File: config.mk
export PLATFORM = sky130hd
export DESIGN_NAME = ram2p_cfg
export DESIGN_NICKNAME = d
export VERILOG_FILES = /design/src/rtl/ram2p_cfg.sv
export SDC_FILE = /design/constraint.sdc
export NUM_CORES = 2
export LEC_CHECK = 0
export CORE_MARGIN = 4
export CORE_UTILIZATION = 57
export CTS_CLUSTER_DIAMETER = 40
export DETAILED_ROUTE_END_ITERATION = 6
export PLACE_DENSITY = 0.82
export SYNTH_ARGS = -nofsm -noshare
export SYNTH_HDL_FRONTEND = slang
export SYNTH_SLANG_ARGS = --single-unit
File: constraint.sdc
create_clock -name clk -period 3.4 [get_ports clk]
set_input_delay 0.51 -clock clk [delete_from_list [all_inputs] [get_ports clk]]
set_output_delay 0.51 -clock clk [all_outputs]
set_load 0.02 [all_outputs]
File: src/rtl/ram2p_cfg.sv
`default_nettype none
// ============================================================================
//  Module   : ram2p_cfg
//  Brief    : Two-port RAM (one write port, one read port, single clock) with
//             per-lane write enables, read latency of 0/1/2 cycles, a
//             selectable read-during-write policy, and a clear engine that
//             fills every word with INIT_VAL after reset or on request.
//  Revision : 1.0 - initial release
// ============================================================================
module ram2p_cfg #(
    parameter int             DW       = 18,
    parameter int             AW       = 7,
    parameter int             LW       = 9,
    parameter int             RD_LAT   = 1,
    parameter int             BYPASS   = 1,
    parameter logic [DW-1:0]  INIT_VAL = '0
) (
    input  logic                 clk,
    input  logic                 rst,
    input  logic                 wen,
    input  logic [AW-1:0]        wr_addr,
    input  logic [DW-1:0]        wr_data,
    input  logic [DW/LW-1:0]     wr_be,
    input  logic                 ren,
    input  logic [AW-1:0]        rd_addr,
    output logic [DW-1:0]        rd_data,
    output logic                 rd_valid,
    input  logic                 init_start,
    output logic                 init_busy
);

    localparam int DEPTH = 2**AW;
    localparam int NL    = DW / LW;

    // Reject configurations the datapath cannot represent.
    generate
        if (RD_LAT < 0 || RD_LAT > 2) begin : g_bad_rd_lat
            $error("ram2p_cfg: RD_LAT must be 0, 1 or 2");
        end
        if ((DW % LW) != 0) begin : g_bad_lane
            $error("ram2p_cfg: DW must be a multiple of LW");
        end
    endgenerate

    typedef enum logic [0:0] {
        ST_IDLE  = 1'b0,
        ST_CLEAR = 1'b1
    } state_t;

    state_t           state_q;
    logic [AW-1:0]    cnt_q;
    logic             busy_q;

    logic [DW-1:0]    mem_q [DEPTH];

    logic             wr_acc;
    logic             rd_acc;
    logic [DW-1:0]    mem_rd;

    // User traffic is only honoured once the clear engine has finished.
    assign wr_acc    = wen & ~busy_q;
    assign rd_acc    = ren & ~busy_q;
    assign mem_rd    = mem_q[rd_addr];
    assign init_busy = busy_q;

    // Clear engine: sweep every address once, then wait for a new request.
    always_ff @(posedge clk or posedge rst) begin
        if (rst) begin
            state_q <= ST_CLEAR;
            cnt_q   <= '0;
            busy_q  <= 1'b1;
        end else begin
            case (state_q)
                ST_CLEAR: begin
                    cnt_q <= cnt_q + 1'b1;
                    if (&cnt_q) begin
                        state_q <= ST_IDLE;
                        busy_q  <= 1'b0;
                    end
                end
                default: begin
                    if (init_start) begin
                        state_q <= ST_CLEAR;
                        cnt_q   <= '0;
                        busy_q  <= 1'b1;
                    end
                end
            endcase
        end
    end

    // Array write: the clear engine owns the port while busy, else lane writes.
    always_ff @(posedge clk) begin
        if (state_q == ST_CLEAR) begin
            mem_q[cnt_q] <= INIT_VAL;
        end else if (wr_acc) begin
            for (int i = 0; i < NL; i++) begin
                if (wr_be[i]) begin
                    mem_q[wr_addr][i*LW +: LW] <= wr_data[i*LW +: LW];
                end
            end
        end
    end

    generate
        if (RD_LAT == 0) begin : g_lat0
            // Asynchronous read; a same-cycle write lands on the next edge.
            assign rd_data  = mem_rd;
            assign rd_valid = rd_acc;
        end else begin : g_lat_reg
            logic [DW-1:0] rd_merge;
            logic [DW-1:0] s1_data_q;
            logic          s1_valid_q;

            // Write-first forwarding of enabled lanes on a same-address hit.
            always_comb begin
                rd_merge = mem_rd;
                if (BYPASS != 0 && wr_acc && (wr_addr == rd_addr)) begin
                    for (int i = 0; i < NL; i++) begin
                        if (wr_be[i]) begin
                            rd_merge[i*LW +: LW] = wr_data[i*LW +: LW];
                        end
                    end
                end
            end

            // First output stage: capture on accept, hold otherwise.
            always_ff @(posedge clk or posedge rst) begin
                if (rst) begin
                    s1_data_q  <= '0;
                    s1_valid_q <= 1'b0;
                end else begin
                    s1_valid_q <= rd_acc;
                    if (rd_acc) begin
                        s1_data_q <= rd_merge;
                    end
                end
            end

            if (RD_LAT == 2) begin : g_lat2
                logic [DW-1:0] s2_data_q;
                logic          s2_valid_q;

                // Second output stage for timing; same hold-on-idle behaviour.
                always_ff @(posedge clk or posedge rst) begin
                    if (rst) begin
                        s2_data_q  <= '0;
                        s2_valid_q <= 1'b0;
                    end else begin
                        s2_valid_q <= s1_valid_q;
                        if (s1_valid_q) begin
                            s2_data_q <= s1_data_q;
                        end
                    end
                end

                assign rd_data  = s2_data_q;
                assign rd_valid = s2_valid_q;
            end else begin : g_lat1
                assign rd_data  = s1_data_q;
                assign rd_valid = s1_valid_q;
            end
        end
    endgenerate

endmodule
`default_nettype wire

[Yosys cells after proc, flatten, opt, wreduce, memory -nomap -nowiden]
Memories as Yosys holds them, arrays and structs flattened.
Index checks and enable logic that the tools add are counted.
Operators by class
  add/sub/neg operators: 1
  equality and inequality tests: 2
  reduce and logical (&&, ||, !) cells: 5
  bitwise logic cells: 3
  mux-type cells: 24
Operator list (count)
  $mux W18: 2
  $mux W7: 3
  $mux W9: 2
  $reduce_or A18 Y1: 1
  $mux W1: 16
  $add A7 B1 Y7 const B: 1
  $eq A7 B7 Y1: 1
  $reduce_and A7 Y1: 1
  $and A1 B1 Y1: 2
  $mux W2: 1
  $ne A2 B1 Y1 const B: 1
  $reduce_and A2 Y1: 1
  $reduce_bool A2 Y1: 1
  $logic_and A1 B1 Y1: 1
  $not A1 Y1: 1
Storage, ports and cells
  bits in writable memories: 2304
  memories kept: 1
  register bits: 28
  word-level logic and storage cells: 41
  input port bits: 39
  output and inout bits: 20
Memory list
  mem_q: words 128, width 18, rd ports 1, clocked after memory_dff 0, write ports 1, line 54  | logic [DW-1:0] mem_q [DEPTH];

[Longest topological paths before layout]
  word-level depth: 7
  depth in mapped cells: 13
  gate-level depth less buffers: 7

[Least setup slack after synthesis]
No wires, ideal clock.
  path type: input to register
  start: in wen
  end: mem mem_q[0][10], data pin
  library setup time: 0.535 ns
  stages: 6
  arrival: 3.130 ns
  slack: -0.265 ns
  required time: 2.865 ns
  cell sequence: nand2b_1 -> nor2_1 -> o21a_1 -> clkbuf_1 -> clkbuf_1 -> and2_1
Between the ends
  word-level cells in the longest chain between the ends: 6
  elaborated cells between the ends (all ways): 9
Ends and longest elaborated chain
  from (decl): line 20  | input logic wen,
  $and A1 B1 Y1 (*): line 61  | assign wr_acc = wen & ~busy_q;
  $mux W1: line 96  | end else if (wr_acc) begin
  $mux W1: line 94  | if (state_q == ST_CLEAR) begin
  $mux W1 (not written as such): line 99  | mem_q[wr_addr][i*LW +: LW] <= wr_data[i*LW +: LW];
  $reduce_or A18 Y1 (no source line) (*)
  $mux W18 (no source line) (*)
  to (decl): line 54
Every way passes the cells marked *; elsewhere a longest branch is shown, timed or not.

[Final worst setup path]
  start: mem mem_q[74][7]
  end: reg g_lat_reg.s1_data_q[7], in the netlist rd_data[7]
Between the ends
  word-level cells in the longest chain between the ends: 3
Ends and longest elaborated chain
  $mem_v2 Z128 W18 (*)
  $mux W9: line 120  | if (wr_be[i]) begin
  $mux W18 (*): line 118  | if (BYPASS != 0 && wr_acc && (wr_addr == rd_addr)) begin
  to (signal assigned): line 135  | s1_data_q <= rd_merge;
  to (decl): line 112  | logic [DW-1:0] s1_data_q;
Marks and branches as above.
A chain may end at the register's enable or synchronous reset.

==> impl_metrics.csv <==
group,metric,value,unit
outcome,outcome,"finished, violations left",
outcome,violations,"design-rule violations",
clock_network,cts.clk_slew.worst_paths,0.07,ns
timing,slew_violations,0,
placement,gp_congestion,0.978,
floorplanning,pin_count,59,
pwr,power.total,66.0,mW
clock_network,clk_latency,0.87,ns
logic_synthesis,synthFlopType,"edfxtp_1",
critical_path,required,4.14,ns
timing,setup_slack,0.285,ns
timing,fin_crit,3.11,ns
grt,track_usage,0.322,
placement,hpwl,157,mm
grt,grt.overflow.total,0,
grt,grt_pass1_vias,51839,
clock_network,htree_levels,4,
cells_and_area,layout-drive-gt1-share,0.339,
detailed_routing,drc_errors,5,
detailed_routing,vias,50700,
detailed_routing,ant_nets,0,
detailed_routing,met3WireLength,38.3,mm
cells_and_area,fillers,8979,
critical_path,critPathTopFamily,"multiplexers",
detailed_routing,drt_iter0_markers,8856,
detailed_routing,viasPerCell,6.97,
grt,grt_first_pass_wirelength,375,mm
floorplanning,core-area,0.158,sq mm
cells_and_area,mostFrequentLayoutCell,"edfxtp_1",
floorplanning,chipWidth,407,um
clock_network,cts_hold_buf,0,
worst_hold_path,hp-class,"in2async",
cells_and_area,syn_to_final_growth,17.8,%
critical_path,crit_path_frequent_cell,"mux4_2",
cells_and_area,final_core_util,0.675,
logic_synthesis,ys_seq_elements,2332,
timing,max_clock_freq,321,MHz
timing,post-route-period-util,0.916,
detailed_routing,m1WireLength,81.8,mm
critical_path,r2r_start,"mem_q[74][7]",
grt,grt_max_degree,109,
logic_synthesis,yosys_warnings,0,
detailed_routing,met2WireLength,121,mm
grt,antenna_found_initial,11,
clock_network,cts_buffer_depth,3,
logic_synthesis,syn-num-nets,4238,
critical_path,cp_slowest_cell,"nor4_2",
clock_network,cts_buffers,239,
floorplanning,rows,146,
logic_synthesis,synth_cell_types,60,
logic_synthesis,syn_inst,4198,
floorplanning,fp.dieH,407,um
timing,hold_viol,0,
timing,skew,0.0362,ns
pwr,p_per_area,617,mW/mm^2
timing,tightest_slew,1.16,ns
logic_synthesis,synth-edff-count,2304,
detailed_routing,wl_per_cell,36.1,um
pwr,peakVddDrop,0.526,mV
clock_network,clkSinkCount,2332,
critical_path,critPathLaunchType,"flop",
timing,setup_violations,0,
timing,maxSlewHeadroom,0.221,
floorplanning,start_util,0.573,
clock_network,cts_tree,"built",
critical_path,max_stage_delay,0.66,ns
floorplanning,die-area,0.166,sq mm
clock_network,root_buffer,"clkbuf_16",
cells_and_area,final_cell_mix,"edfxtp_1, buf_4, mux4_2",
critical_path,critPathCaptureType,"flop",
logic_synthesis,yosysSeqAreaShare,0.770,
critical_path,cp_cell_sequence,"mux4_2, mux4_2, o211a_1, nor4_2, buf_4, a311oi_1, a221o_1",
detailed_routing,routed.top_layer,"met5",
critical_path,crit_start,"mem_q[74][7]",
run,drv_cap,0,
detailed_routing,drt_first_pass_iters,7,
critical_path,path_buf_inv,1,
clock_network,post-cts-setup-buffers,0,
logic_synthesis,yosysTopAreaCell,"edfxtp_1",
logic_synthesis,ys_async_sr_fraction,0.0120,
logic_synthesis,syn_area_per_cell,21.6,sq um
logic_synthesis,ys_top_cells_by_area,"edfxtp_1, mux4_2, nor2_1",
logic_synthesis,syn_area,0.0907,sq mm
critical_path,worstSetupPathType,"reg2reg",
logic_synthesis,synth_top_cell_area_share,0.763,
placement,post-place-ws,-0.316,ns
critical_path,crit_fanout,1,
pwr,leakage,37.0,nW
placement,portBuffers,58,
timing,rsz0062_at_grt,"false",
critical_path,crit_arrival,3.85,ns
detailed_routing,routed_wirelength,262,mm
cells_and_area,nets,5018,
[Yosys cell counts, types with 7 or more instances]
library cell	number
edfxtp_1	2304
mux4_2	600
nor2_1	303
nand2_1	123
mux2i_1	90
clkbuf_1	86
buf_2	70
a22oi_1	51
a21oi_1	49
o21ai_0	48
o22ai_1	40
buf_6	37
buf_4	33
nand3_1	29
dfrtp_1	26
a221oi_1	25
and2_1	22
nand2b_1	20
nor3_1	20
a31oi_1	19
nor2b_1	19
a22o_1	18
a211oi_1	17
buf_1	17
mux2_2	17
nor4_1	11
nand4_1	10
o211ai_1	9
nand3b_1	8
o31ai_1	7
[repair_timing]
item | CTS | global route
endpoints found under the hold margin | 0 | 0
resized for setup | 0 | 1
setup endpoints to repair | 0 | 1
[state kept, by name, indices dropped and copies added (netlist names)]
register,cells
init_busy,1
rd_data,18
cnt_q,7
rd_valid,1
mem_q,2304
state_q,1
[cells by family (layout without fill, tap and decap cells)]
| kind of cell | after synthesis | after routing | synth area share |
|---|---|---|---|
| buffers and inverters | 254 | 1237 | 0.0162 |
| AO/OA/AOI/OAI | 318 | 318 | 0.0239 |
| AND/OR/NAND/NOR | 579 | 579 | 0.0276 |
| flip-flops | 2332 | 2332 | 0.770 |
| adder cells (fa/ha/maj) | 1 | 1 | 0.000138 |
| multiplexers | 707 | 707 | 0.161 |
| other | 0 | 16 | 0 |
| XOR/XNOR | 7 | 7 | 0.000676 |
[metrics by stage]
stage	area (sq um)	TNS, ns	std cells	hold slack, ns
floorplan	90700	-52.67	4198	0.497
global placement	99000	-0.759	6809	0.539
detailed placement	99000	-0.977	6809	0.532
CTS	107000	0	7253	0.0878
global route	107000	0	7256	0.101
finish	107000	0	7269	0.101
[worst reg2reg max path: stages, from the launching register on]
cell	delay (ns)
edfxtp_1	0.39
mux4_2	0.53
mux4_2	0.53
o211a_1	0.28
nor4_2	0.66
buf_4	0.22
a311oi_1	0.06
a221o_1	0.34
[layout make-up]
class | instances | area (sq um) | area share
clock inverters | 164 | 1530 | 0.0143
diodes | 16 | 40.0 | 0.000375
inverters | 9 | 33.8 | 0.000316
clock buffers | 280 | 6230 | 0.0583
flip-flops and latches | 2332 | 69900 | 0.654
well taps | 2072 | 2590 | 0.0243
multi-input cells | 1612 | 19400 | 0.182
repair buffers | 784 | 7080 | 0.0662
[final timing paths]
check                           slack [ns]  cells after the start          end
max in group asynchronous             2.87                      3  rd_data[14]
worst min register to register        0.54                      1     cnt_q[4]
worst max-delay path                  0.29                      7   rd_data[7]
min in group clk                      0.47                      4  rd_data[14]
worst max register to register        0.29                      7   rd_data[7]
worst min-delay path                  0.10                      3   rd_data[5]
[power by group]
| group | leakage, nW | switching, mW | total (mW) | internal [mW] |
|---|---|---|---|---|
| Clock | 3.78 | 11.3 | 25.9 | 14.6 |
| Combinational | 10.2 | 4.67 | 7.22 | 2.55 |
| Sequential | 23.0 | 0.547 | 32.8 | 32.3 |
[layer usage]
metal  global-route usage  vias to the layer above
met5              0.00119                        -
met4                0.204                        6
met3                0.110                     1191
met2                0.489                     4784
met1                0.402                    25522
li1                     -                    19197
No activity file was read; power rests on OpenSTA's default activity.
